$ cat src/rtl/centroid_pkg.sv
// Shared types and default widths for the mask centroid reducer.
package centroid_pkg;

  localparam int unsigned X_W   = 11;
  localparam int unsigned Y_W   = 10;
  localparam int unsigned CNT_W = 20;
  localparam int unsigned SUM_W = 32;

  typedef enum logic [1:0] {
    StIdle   = 2'd0,
    StDivide = 2'd1,
    StDone   = 2'd2
  } state_e;

endpackage

$ cat src/rtl/mask_centroid_if.sv
// Pixel-mask input stream and per-frame centroid/bbox result bundle.
interface mask_centroid_if #(
  parameter int unsigned X_W = centroid_pkg::X_W,
  parameter int unsigned Y_W = centroid_pkg::Y_W
);

  logic [X_W-1:0] x_in;
  logic [Y_W-1:0] y_in;
  logic           valid_in;
  logic           mask_in;
  logic           frame_done_in;

  logic [X_W-1:0] x_out;
  logic [Y_W-1:0] y_out;
  logic           valid_out;
  logic           busy_out;
  logic [X_W-1:0] bbox_min_x_out;
  logic [X_W-1:0] bbox_max_x_out;
  logic [Y_W-1:0] bbox_min_y_out;
  logic [Y_W-1:0] bbox_max_y_out;

  modport master (
    output x_in, y_in, valid_in, mask_in, frame_done_in,
    input  x_out, y_out, valid_out, busy_out,
    input  bbox_min_x_out, bbox_max_x_out, bbox_min_y_out, bbox_max_y_out
  );

  modport slave (
    input  x_in, y_in, valid_in, mask_in, frame_done_in,
    output x_out, y_out, valid_out, busy_out,
    output bbox_min_x_out, bbox_max_x_out, bbox_min_y_out, bbox_max_y_out
  );

endinterface

$ cat src/rtl/centroid_divider.sv
// Sequential unsigned restoring divider, one quotient bit per cycle. The first
// step runs on the start edge, so done pulses DVD_W cycles after start.
module centroid_divider #(
  parameter int unsigned DVD_W = 32,
  parameter int unsigned DVS_W = 20,
  parameter int unsigned QUO_W = 11
) (
  input  logic             clk_i,
  input  logic             rst_i,
  input  logic             start_i,
  input  logic [DVD_W-1:0] dividend_i,
  input  logic [DVS_W-1:0] divisor_i,
  output logic [QUO_W-1:0] quotient_o,
  output logic             done_o
);

  localparam int unsigned CntW = $clog2(DVD_W + 1);

  logic [DVS_W-1:0] rem_q, rem_d, dvs_q, dvs_d, src_rem, src_dvs, step_rem;
  logic [DVD_W-1:0] dvd_q, dvd_d, src_dvd, step_dvd;
  logic [DVS_W:0]   trial, diff;
  logic             qbit;
  logic [CntW-1:0]  cnt_q, cnt_d;
  logic             run_q, run_d, done_q, done_d;

  // One restoring step; quotient bits shift into the vacated dividend LSBs.
  always_comb begin
    src_rem  = start_i ? '0 : rem_q;
    src_dvd  = start_i ? dividend_i : dvd_q;
    src_dvs  = start_i ? divisor_i : dvs_q;
    trial    = {src_rem, src_dvd[DVD_W-1]};
    diff     = trial - {1'b0, src_dvs};
    qbit     = (trial >= {1'b0, src_dvs});
    step_rem = qbit ? diff[DVS_W-1:0] : trial[DVS_W-1:0];
    step_dvd = {src_dvd[DVD_W-2:0], qbit};
  end

  always_comb begin
    rem_d  = rem_q;
    dvd_d  = dvd_q;
    dvs_d  = dvs_q;
    cnt_d  = cnt_q;
    run_d  = run_q;
    done_d = 1'b0;
    if (start_i) begin
      rem_d  = step_rem;
      dvd_d  = step_dvd;
      dvs_d  = divisor_i;
      cnt_d  = CntW'(DVD_W - 1);
      run_d  = (DVD_W > 1);
      done_d = (DVD_W == 1);
    end else if (run_q) begin
      rem_d = step_rem;
      dvd_d = step_dvd;
      cnt_d = cnt_q - CntW'(1);
      if (cnt_q == CntW'(1)) begin
        run_d  = 1'b0;
        done_d = 1'b1;
      end
    end
  end

  always_ff @(posedge clk_i or posedge rst_i) begin
    if (rst_i) begin
      rem_q  <= '0;
      dvd_q  <= '0;
      dvs_q  <= '0;
      cnt_q  <= '0;
      run_q  <= 1'b0;
      done_q <= 1'b0;
    end else begin
      rem_q  <= rem_d;
      dvd_q  <= dvd_d;
      dvs_q  <= dvs_d;
      cnt_q  <= cnt_d;
      run_q  <= run_d;
      done_q <= done_d;
    end
  end

  assign quotient_o = dvd_q[QUO_W-1:0];
  assign done_o     = done_q;

endmodule

$ cat src/rtl/mask_centroid.sv
// Reduces each frame's masked pixels to a centroid (and, with
// MASK_CENTROID_BBOX_EN defined, a bounding box); divides while the next frame accumulates.
module mask_centroid #(
  parameter int unsigned X_W   = centroid_pkg::X_W,
  parameter int unsigned Y_W   = centroid_pkg::Y_W,
  parameter int unsigned CNT_W = centroid_pkg::CNT_W,
  parameter int unsigned SUM_W = centroid_pkg::SUM_W
) (
  input  logic          clk_in,
  input  logic          rst_in,
  mask_centroid_if.slave bus
);

  import centroid_pkg::*;

  logic             pix;
  logic [SUM_W-1:0] sum_x_q, sum_x_d, sum_x_acc;
  logic [SUM_W-1:0] sum_y_q, sum_y_d, sum_y_acc;
  logic [SUM_W:0]   sum_x_wide, sum_y_wide;
  logic [CNT_W-1:0] count_q, count_d, count_acc;
  logic             start, publish, x_done, y_done;
  logic [X_W-1:0]   x_quo, x_out_q;
  logic [Y_W-1:0]   y_quo, y_out_q;
  state_e           state_q, state_d;

  assign pix = bus.valid_in & bus.mask_in;

  // Accumulated values include the current pixel, so a pixel coincident
  // with frame_done_in lands in the closing frame's totals.
  always_comb begin
    sum_x_wide = {1'b0, sum_x_q} + {{(SUM_W + 1 - X_W){1'b0}}, bus.x_in};
    sum_y_wide = {1'b0, sum_y_q} + {{(SUM_W + 1 - Y_W){1'b0}}, bus.y_in};
    sum_x_acc  = sum_x_q;
    sum_y_acc  = sum_y_q;
    count_acc  = count_q;
    if (pix) begin
      sum_x_acc = sum_x_wide[SUM_W] ? '1 : sum_x_wide[SUM_W-1:0];
      sum_y_acc = sum_y_wide[SUM_W] ? '1 : sum_y_wide[SUM_W-1:0];
      if (count_q != {CNT_W{1'b1}}) count_acc = count_q + CNT_W'(1);
    end
    sum_x_d = bus.frame_done_in ? '0 : sum_x_acc;
    sum_y_d = bus.frame_done_in ? '0 : sum_y_acc;
    count_d = bus.frame_done_in ? '0 : count_acc;
  end

  assign start   = bus.frame_done_in && (state_q == StIdle) && (count_acc != '0);
  assign publish = (state_q == StDivide) && x_done && y_done;

  always_comb begin
    state_d = state_q;
    unique case (state_q)
      StIdle:   if (start) state_d = StDivide;
      StDivide: if (publish) state_d = StDone;
      StDone:   state_d = StIdle;
      default:  state_d = StIdle;
    endcase
  end

  always_ff @(posedge clk_in or posedge rst_in) begin
    if (rst_in) begin
      state_q <= StIdle;
      sum_x_q <= '0;
      sum_y_q <= '0;
      count_q <= '0;
      x_out_q <= '0;
      y_out_q <= '0;
    end else begin
      state_q <= state_d;
      sum_x_q <= sum_x_d;
      sum_y_q <= sum_y_d;
      count_q <= count_d;
      if (publish) begin
        x_out_q <= x_quo;
        y_out_q <= y_quo;
      end
    end
  end

  centroid_divider #(
    .DVD_W(SUM_W),
    .DVS_W(CNT_W),
    .QUO_W(X_W)
  ) u_div_x (
    .clk_i     (clk_in),
    .rst_i     (rst_in),
    .start_i   (start),
    .dividend_i(sum_x_acc),
    .divisor_i (count_acc),
    .quotient_o(x_quo),
    .done_o    (x_done)
  );

  centroid_divider #(
    .DVD_W(SUM_W),
    .DVS_W(CNT_W),
    .QUO_W(Y_W)
  ) u_div_y (
    .clk_i     (clk_in),
    .rst_i     (rst_in),
    .start_i   (start),
    .dividend_i(sum_y_acc),
    .divisor_i (count_acc),
    .quotient_o(y_quo),
    .done_o    (y_done)
  );

  assign bus.x_out     = x_out_q;
  assign bus.y_out     = y_out_q;
  assign bus.valid_out = (state_q == StDone);
  assign bus.busy_out  = (state_q != StIdle);

`ifdef MASK_CENTROID_BBOX_EN
  logic [X_W-1:0] min_x_q, min_x_d, min_x_acc, max_x_q, max_x_d, max_x_acc;
  logic [Y_W-1:0] min_y_q, min_y_d, min_y_acc, max_y_q, max_y_d, max_y_acc;
  logic [X_W-1:0] snap_min_x_q, snap_max_x_q, pub_min_x_q, pub_max_x_q;
  logic [Y_W-1:0] snap_min_y_q, snap_max_y_q, pub_min_y_q, pub_max_y_q;

  always_comb begin
    min_x_acc = (pix && (bus.x_in < min_x_q)) ? bus.x_in : min_x_q;
    max_x_acc = (pix && (bus.x_in > max_x_q)) ? bus.x_in : max_x_q;
    min_y_acc = (pix && (bus.y_in < min_y_q)) ? bus.y_in : min_y_q;
    max_y_acc = (pix && (bus.y_in > max_y_q)) ? bus.y_in : max_y_q;
    min_x_d   = bus.frame_done_in ? '1 : min_x_acc;
    max_x_d   = bus.frame_done_in ? '0 : max_x_acc;
    min_y_d   = bus.frame_done_in ? '1 : min_y_acc;
    max_y_d   = bus.frame_done_in ? '0 : max_y_acc;
  end

  always_ff @(posedge clk_in or posedge rst_in) begin
    if (rst_in) begin
      min_x_q      <= '1;
      max_x_q      <= '0;
      min_y_q      <= '1;
      max_y_q      <= '0;
      snap_min_x_q <= '1;
      snap_max_x_q <= '0;
      snap_min_y_q <= '1;
      snap_max_y_q <= '0;
      pub_min_x_q  <= '1;
      pub_max_x_q  <= '0;
      pub_min_y_q  <= '1;
      pub_max_y_q  <= '0;
    end else begin
      min_x_q <= min_x_d;
      max_x_q <= max_x_d;
      min_y_q <= min_y_d;
      max_y_q <= max_y_d;
      // Only a frame that actually enters the divider is snapshotted.
      if (start) begin
        snap_min_x_q <= min_x_acc;
        snap_max_x_q <= max_x_acc;
        snap_min_y_q <= min_y_acc;
        snap_max_y_q <= max_y_acc;
      end
      if (publish) begin
        pub_min_x_q <= snap_min_x_q;
        pub_max_x_q <= snap_max_x_q;
        pub_min_y_q <= snap_min_y_q;
        pub_max_y_q <= snap_max_y_q;
      end
    end
  end

  assign bus.bbox_min_x_out = pub_min_x_q;
  assign bus.bbox_max_x_out = pub_max_x_q;
  assign bus.bbox_min_y_out = pub_min_y_q;
  assign bus.bbox_max_y_out = pub_max_y_q;
`else
  assign bus.bbox_min_x_out = '0;
  assign bus.bbox_max_x_out = '0;
  assign bus.bbox_min_y_out = '0;
  assign bus.bbox_max_y_out = '0;
`endif

endmodule

$ cat src/flat_wrapper.sv
// flat-port wrapper written by rule: the top's interface ports become plain ports
module mask_centroid_flat import centroid_pkg::*;
#(
  parameter int unsigned X_W   = centroid_pkg::X_W,
  parameter int unsigned Y_W   = centroid_pkg::Y_W,
  parameter int unsigned CNT_W = centroid_pkg::CNT_W,
  parameter int unsigned SUM_W = centroid_pkg::SUM_W
)
  (clk_in, rst_in, bus_x_in, bus_y_in, bus_valid_in, bus_mask_in, bus_frame_done_in, bus_x_out, bus_y_out, bus_valid_out, bus_busy_out, bus_bbox_min_x_out, bus_bbox_max_x_out, bus_bbox_min_y_out, bus_bbox_max_y_out);
  mask_centroid_if #(.X_W(X_W), .Y_W(Y_W)) bus_i ();
  input  logic clk_in;
  input  logic rst_in;
  input wire logic [$bits(bus_i.x_in)-1:0] bus_x_in;
  input wire logic [$bits(bus_i.y_in)-1:0] bus_y_in;
  input wire logic [$bits(bus_i.valid_in)-1:0] bus_valid_in;
  input wire logic [$bits(bus_i.mask_in)-1:0] bus_mask_in;
  input wire logic [$bits(bus_i.frame_done_in)-1:0] bus_frame_done_in;
  output wire logic [$bits(bus_i.x_out)-1:0] bus_x_out;
  output wire logic [$bits(bus_i.y_out)-1:0] bus_y_out;
  output wire logic [$bits(bus_i.valid_out)-1:0] bus_valid_out;
  output wire logic [$bits(bus_i.busy_out)-1:0] bus_busy_out;
  output wire logic [$bits(bus_i.bbox_min_x_out)-1:0] bus_bbox_min_x_out;
  output wire logic [$bits(bus_i.bbox_max_x_out)-1:0] bus_bbox_max_x_out;
  output wire logic [$bits(bus_i.bbox_min_y_out)-1:0] bus_bbox_min_y_out;
  output wire logic [$bits(bus_i.bbox_max_y_out)-1:0] bus_bbox_max_y_out;
  assign bus_i.x_in = bus_x_in;
  assign bus_i.y_in = bus_y_in;
  assign bus_i.valid_in = bus_valid_in;
  assign bus_i.mask_in = bus_mask_in;
  assign bus_i.frame_done_in = bus_frame_done_in;
  assign bus_x_out = bus_i.x_out;
  assign bus_y_out = bus_i.y_out;
  assign bus_valid_out = bus_i.valid_out;
  assign bus_busy_out = bus_i.busy_out;
  assign bus_bbox_min_x_out = bus_i.bbox_min_x_out;
  assign bus_bbox_max_x_out = bus_i.bbox_max_x_out;
  assign bus_bbox_min_y_out = bus_i.bbox_min_y_out;
  assign bus_bbox_max_y_out = bus_i.bbox_max_y_out;
  mask_centroid #(.X_W(X_W), .Y_W(Y_W), .CNT_W(CNT_W), .SUM_W(SUM_W)) u_core (.clk_in(clk_in), .rst_in(rst_in), .bus(bus_i));
endmodule
$ cat config.mk
export PLATFORM = sky130hd
export DESIGN_NAME = mask_centroid_flat
export DESIGN_NICKNAME = d
export VERILOG_FILES = /design/src/rtl/centroid_pkg.sv /design/src/rtl/mask_centroid_if.sv /design/src/rtl/centroid_divider.sv /design/src/rtl/mask_centroid.sv /design/src/flat_wrapper.sv
export SDC_FILE = /design/constraint.sdc
export NUM_CORES = 1
export LEC_CHECK = 0
export CORE_UTILIZATION = 59
export CTS_CLUSTER_SIZE = 40
export DETAILED_ROUTE_END_ITERATION = 8
export PLACE_DENSITY = 0.78
export SYNTH_ARGS = -nofsm -noshare
export SYNTH_HDL_FRONTEND = slang
export SYNTH_HIERARCHICAL = 1
export SYNTH_SLANG_ARGS = --single-unit
$ cat constraint.sdc
create_clock -name clk_in -period 9.2 [get_ports clk_in]
set_input_delay 1.84 -clock clk_in [delete_from_list [all_inputs] [get_ports clk_in]]
set_output_delay 1.84 -clock clk_in [all_outputs]
set_load 0.02 [all_outputs]
==> results.ini, run 1 <==
[drt]
drc = 0
drtIter0Drc = 1186
drt-total-wl_um = 39900
ant_nets = 0
dr_total_vias = 13400
firstDrtPassIters = 6
routedWlPerCell_um = 17.7
viasPerCell = 5.95

[finish]
final_common_cell = dfrtp_1
antennaDiodeCount = 0
fin_area_mm2 = 0.0182
nets = 1946
final_cell_mix = 265 x dfrtp_1, 248 x nand2_1, 112 x mux2i_1
multi_input_area_mm2 = 0.00916
area_growth_pct = 8.01
drive_above_1_share_pct = 6.99
regArea_mm2 = 0.00668
fin_util_pct = 65.3
fillers = 2342
final_cells = 2252

[timing]
worst_pin_slew_ns = 1.03
fmax_mhz = 137
maxSlewHeadroom_pct = 30.8
finalHoldViolCount = 0
period_share_pct = 79.6
fin_skew_ns = 0.0250
grt_setup_unrepaired = false
fin_tns_setup_ns = 0
final-setup-viol-count = 0
final_max_slew_viol_count = 0
setup_ws_ns = 1.88
period_minus_slack_ns = 7.32

[cts]
ctsResizeCount = 0
h-tree-depth = 1
ctsHoldBuffers = 0
cts_buffer_depth = 3
post_cts_buffers = 0
cts_buffers = 29
cts_root_buf = clkbuf_16
clk_latency_ns = 0.56
clk_pin_slew_ns = 0.06
cts_num_sinks = 267
cts_tree = yes

[global_route]
antenna_found_initial = 0
grt-ovfl-total = 0
grt_pass1_vias = 13000
grt_max_degree = 85
grt_usage_pct = 27.6
grt_pass1_wl_um = 65500

[yosys]
ys_ff_latch = 267
synth_top_flop_cell = dfrtp_1
syn_avg_cell_area_um2 = 9.04
ys_async_sr_fraction_pct = 100
syn_area_mm2 = 0.0169
synth_edf_count = 0
yosysWarnings = 6
synthCells = 1866
synth_cell_type_count = 102
ys_seq_area_share_pct = 39.6

[setup_path]
worstPathArrival_ns = 7.81
r2r-start = u_core/count_q[8]$_DFF_PP0_
path_max_fanout = 34
critical_path.max_stage_delay_ns = 0.55
crit_required_ns = 9.68
reg2regPathDepth = 19
endpoint_kind = flip-flop
critPathSlowestCell = o41ai_2
startpoint_type = primary input
crit_start = bus_mask_in
critPathBufInv = 4
rrSetupSlack_ns = 3.13
rr_endpoint = u_core/u_div_x/rem_q[1]$_DFFE_PP0P_
cp_top_family = simple AND/OR/NAND/NOR gates
path_cells = clkdlybuf4s50_1, nand4_1, nor3_4, nand4_1, nor4bb_1, o2111ai_1, o41ai_2, nor2_4, buf_4, inv_1, nand2_1, inv_1, ha_1, nand3_1, nor2_1, a221oi_1, o21ai_0, o31a_4, nor3_2, a221o_1
worstSetupPathType = primary input to flip-flop

[floorplanning]
row_count = 61
dieArea_mm2 = 0.0293
coreArea_mm2 = 0.0279
start_util_pct = 60.4
dieWidth_um = 171
io-pin-count = 91
dieHeight_um = 171

[placed_design]
numPortBuffers = 48
dp_hpwl_um = 27800
dp_cells = 2199
place.gp.congestion = 0.948
placed_area_mm2 = 0.0172
place_ws_ns = 1.46

[power_and_ir_drop]
p_int_w = 0.00308
clkPwrFrac_pct = 24.0
ir_worst_vdd_uv = 213
swShare_pct = 37.8
seq_power_share_pct = 33.2
switchingPower_w = 0.00187
power_density_mw_per_mm2 = 271
p_leak_nw = 8.37
p_comb_share_pct = 42.8

[worst_hold_path]
hp-start = u_core/bus.y_out[4]$_DFFE_PP0P_
hold_class = flip-flop to flip-flop
hold_depth = 2
hold_end = u_core/bus.y_out[4]$_DFFE_PP0P_

[outcome]
run_status = finished clean

[job]
cap_violations = 0

## how the worst max path moves through the flow
stage                                           endpoint  cells past startpoint
floorplan           u_core/u_div_x/rem_q[12]$_DFFE_PP0P_                     21
global placement     u_core/u_div_x/rem_q[0]$_DFFE_PP0P_                     20
detailed placement  u_core/u_div_x/rem_q[12]$_DFFE_PP0P_                     20
CTS                  u_core/u_div_x/rem_q[1]$_DFFE_PP0P_                     20
global route         u_core/u_div_x/rem_q[1]$_DFFE_PP0P_                     20
finish               u_core/u_div_x/rem_q[1]$_DFFE_PP0P_                     20
## worst min-delay path, stage by stage (launching register included)
cell	delay [ns]
dfrtp_1	0.34
nand2_1	0.05
nand2_1	0.05
## routing by layer
layer	track usage (%)	routed length, µm	part of all wire (%)
met2	45.1	18600	47
met4	8.42	1000	2.5
met3	3.08	2060	5.2
met5	0	0	0
met1	38.6	18200	46
## kinds of logic after synthesis
family,after synthesis,synth area share (%)
buffers and inverters,234,7.07
adder cells (fa/ha/maj),68,5.22
AND/OR/NAND/NOR,677,19.9
XOR/XNOR,99,5.14
other,1,0.0222
flip-flops,267,39.6
AO/OA/AOI/OAI,395,15.5
multiplexers,125,7.55
## registers in the layout (all words and copies together), names as in the netlist
signal	count
u_core/u_div_y/run_q	1
u_core/sum_y_q	32
u_core/u_div_y/rem_q	20
u_core/u_div_x/dvd_q	32
u_core/u_div_x/cnt_q	6
u_core/bus.y_out	10
u_core/u_div_y/cnt_q	6
u_core/sum_x_q	32
u_core/state_q	2
u_core/u_div_x/run_q	1
u_core/u_div_y/dvd_q	32
u_core/u_div_y/done_o	1
u_core/bus.x_out	11
u_core/u_div_x/done_o	1
u_core/u_div_y/dvs_q	20
u_core/count_q	20
u_core/u_div_x/dvs_q	20
u_core/u_div_x/rem_q	20
## Yosys cell counts (all sizes together), types with 16 or more instances
cell	number	area [µm²]
a21o	22	168
a21oi	104	536
a31oi	28	175
and2	16	101
and3	21	134
buf	96	666
clkbuf	53	209
dfrtp	267	6680
ha	64	801
inv	85	319
mux2i	112	1120
nand2	248	931
nand3	43	220
nand4	29	196
nor2	112	433
nor2b	87	544
nor3	47	252
nor4	21	138
o21ai	112	561
xnor2	65	569
xor2	34	298
## cell type report
cell class	instances	share of cell area [%]
sequential	267	36.7
clock inverter	12	0.789
inverter	85	1.78
tap	378	2.59
multi-input combinational	1406	50.3
timing repair buffer	63	3.29
clock buffer	41	4.61
## power by group through the flow
stage | Sequential [W] | Combinational, W | Clock [W]
after global placement | 0.00165 | 0.00203 | 0
after CTS | 0.00164 | 0.00210 | 0.00121
after floorplan | 0.00158 | 0.00178 | 0
after global routing | 0.00167 | 0.00234 | 0.00126
after detailed placement | 0.00165 | 0.00209 | 0
final | 0.00164 | 0.00211 | 0.00119
## metrics by stage
| step | hold slack (ns) | power, W |
|---|---|---|
| CTS | 0.469 | 0.00495 |
| global route | 0.495 | 0.00527 |
| global placement | 0.458 | 0.00368 |
| floorplan | 0.424 | 0.00337 |
| detailed placement | 0.461 | 0.00374 |
| finish | 0.470 | 0.00495 |
No activity file was read; power rests on OpenSTA's default activity.
==> run 2, diff against run 1 <==
Clock period 9.2 ns to 7.3 ns, I/O delays scaled along.
==> results.ini, run 2 (synthesis results as in run 1) <==
[power_and_ir_drop]
p_int_w = 0.00383
power_density_mw_per_mm2 = 339
swShare_pct = 38.1
clkPwrFrac_pct = 23.1
ir_worst_vdd_uv = 261
p_comb_share_pct = 43.5
p_leak_nw = 8.41
seq_power_share_pct = 33.4
switchingPower_w = 0.00236
p_total_w = 0.00619

[setup_path]
crit_required_ns = 7.71
endpoint_kind = flip-flop
path_max_fanout = 26
cp_top_family = compound AO/OA/AOI/OAI gates
worstPathArrival_ns = 6.99
critPathBufInv = 3
critPathSlowestCell = or4b_1
path_cells = clkdlybuf4s50_1, nand4_1, nor3_4, nand4_4, or4b_1, a211o_1, o41ai_2, nor2_4, buf_4, mux2i_1, ha_1, inv_1, fa_1, a211oi_1, o21ai_1, a22oi_1, o31ai_1, a311oi_1, xor2_1, o22ai_1
startpoint_type = primary input
worstSetupPathType = primary input to flip-flop
critical_path.max_stage_delay_ns = 0.53

[timing]
final-setup-viol-count = 0
fmax_mhz = 152
grt_setup_unrepaired = false
worst_pin_slew_ns = 1.03
maxSlewHeadroom_pct = 31.5
period_share_pct = 90.2
period_minus_slack_ns = 6.58
fin_skew_ns = 0.0243
fin_tns_setup_ns = 0
final_max_slew_viol_count = 0
finalHoldViolCount = 0

[drt]
viasPerCell = 5.95
drc = 0
routed.top_layer = met4
wl_met1_um = 17900
dr_total_vias = 13500
drt-total-wl_um = 39400
drtIter0Drc = 1177
wl_met2_um = 17800
wl_met3_um = 2300
ant_nets = 0
routedWlPerCell_um = 17.4
firstDrtPassIters = 8

[cts]
ctsResizeCount = 0
cts_root_buf = clkbuf_16
cts_num_sinks = 267
cts_buffer_depth = 3
cts_tree = yes
h-tree-depth = 1
clk_pin_slew_ns = 0.06
clk_latency_ns = 0.56
cts_buffers = 28
post_cts_buffers = 0
ctsHoldBuffers = 0

[finish]
final_common_cell = dfrtp_1
antennaDiodeCount = 0
fillers = 2297
area_growth_pct = 8.27
drive_above_1_share_pct = 7.53
nets = 1958
final_cell_mix = 265 x dfrtp_1, 248 x nand2_1, 112 x mux2i_1

[placed_design]
dp_hpwl_um = 27600
numPortBuffers = 48
place.gp.congestion = 1.02

[outcome]
run_status = finished clean

[floorplanning]
coreArea_mm2 = 0.0279
dieArea_mm2 = 0.0293
row_count = 61
start_util_pct = 60.4
dieWidth_um = 171
io-pin-count = 91
dieHeight_um = 171

[global_route]
grt_max_degree = 125
grt_usage_pct = 27.2
grt_pass1_wl_um = 64300
grt-ovfl-total = 0
grt_pass1_vias = 12900
antenna_found_initial = 0

[job]
cap_violations = 0

[worst_hold_path]
hold_class = flip-flop to flip-flop

-- run 2: cell types whose count changed in the layout (fill, tap and decap cells not counted), sizes merged --
cell	change
buf	+13
bufinv	-1
clkbuf	-2
clkinv	+2
clkinvlp	-1
-- run 2: cell type report --
| class | instances | area [µm²] | area share (%) |
|---|---|---|---|
| multi-input combinational | 1406 | 9160 | 50.1 |
| sequential | 267 | 6680 | 36.6 |
| clock buffer | 39 | 802 | 4.39 |
| timing repair buffer | 76 | 698 | 3.82 |
| tap | 378 | 473 | 2.59 |
| inverter | 85 | 324 | 1.77 |
| clock inverter | 12 | 128 | 0.698 |
-- run 2: worst reg2reg max path: stages (launching register included) --
cell	delay [ns]
dfrtp_1	0.54
and4_1	0.48
nand4_1	0.28
nor2_1	0.24
mux2i_1	0.34
o2111ai_1	0.20
o41ai_2	0.52
nor2_4	0.12
buf_4	0.25
mux2i_1	0.24
ha_1	0.21
inv_1	0.06
fa_1	0.42
a211oi_1	0.46
o21ai_1	0.15
a22oi_1	0.30
o31ai_1	0.18
a311oi_1	0.35
xor2_1	0.18
o22ai_1	0.09
-- run 2: path summary, 6_finish.rpt --
kind	startpoint	cells after the start	slack [ns]	to
max in group asynchronous	rst_in	3	4.57	u_core/state_q[1]$_DFFE_PP0P_
hold / removal	u_core/state_q[1]$_DFFE_PP0P_	1	0.45	u_core/state_q[0]$_DFFE_PP0P_
min in group asynchronous	rst_in	2	1.24	u_core/u_div_x/dvd_q[5]$_DFFE_PP0P_
hold reg to reg	u_core/state_q[1]$_DFFE_PP0P_	1	0.45	u_core/state_q[0]$_DFFE_PP0P_
setup / recovery	bus_valid_in	20	0.72	u_core/u_div_y/rem_q[14]$_DFFE_PP0P_
setup reg to reg	u_core/count_q[8]$_DFF_PP0_	19	1.54	u_core/u_div_y/rem_q[14]$_DFFE_PP0P_
-- run 2: power by group through the flow --
stage               clock, W  sequential [W]  combinational [W]
global placement           0         0.00208            0.00258
finish               0.00143         0.00207            0.00269
floorplan                  0         0.00200            0.00225
global route         0.00152         0.00210            0.00300
detailed placement         0         0.00209            0.00265
CTS                  0.00146         0.00207            0.00267
-- run 2: metrics by stage --
step                      util, %  worst slack (ns)  hold slack [ns]  std cells  cell area (µm²)
after floorplan                 -             0.981            0.424       1907            17000
after global placement       62.1             0.374            0.449       2212            17300
after detailed placement     62.1             0.229            0.449       2212            17300
after CTS                    65.4             0.785            0.450       2263            18300
after global routing         65.4             0.363            0.482       2263            18300
final                        65.4             0.715            0.452       2263            18300
-- run 2: routing by layer --
layer | vias up | GRT usage [%]
met2 | 492 | 42.9
li1 | 6421 | -
met5 | - | 0
met3 | 85 | 3.42
met1 | 6478 | 38.3
met4 | 0 | 10.4
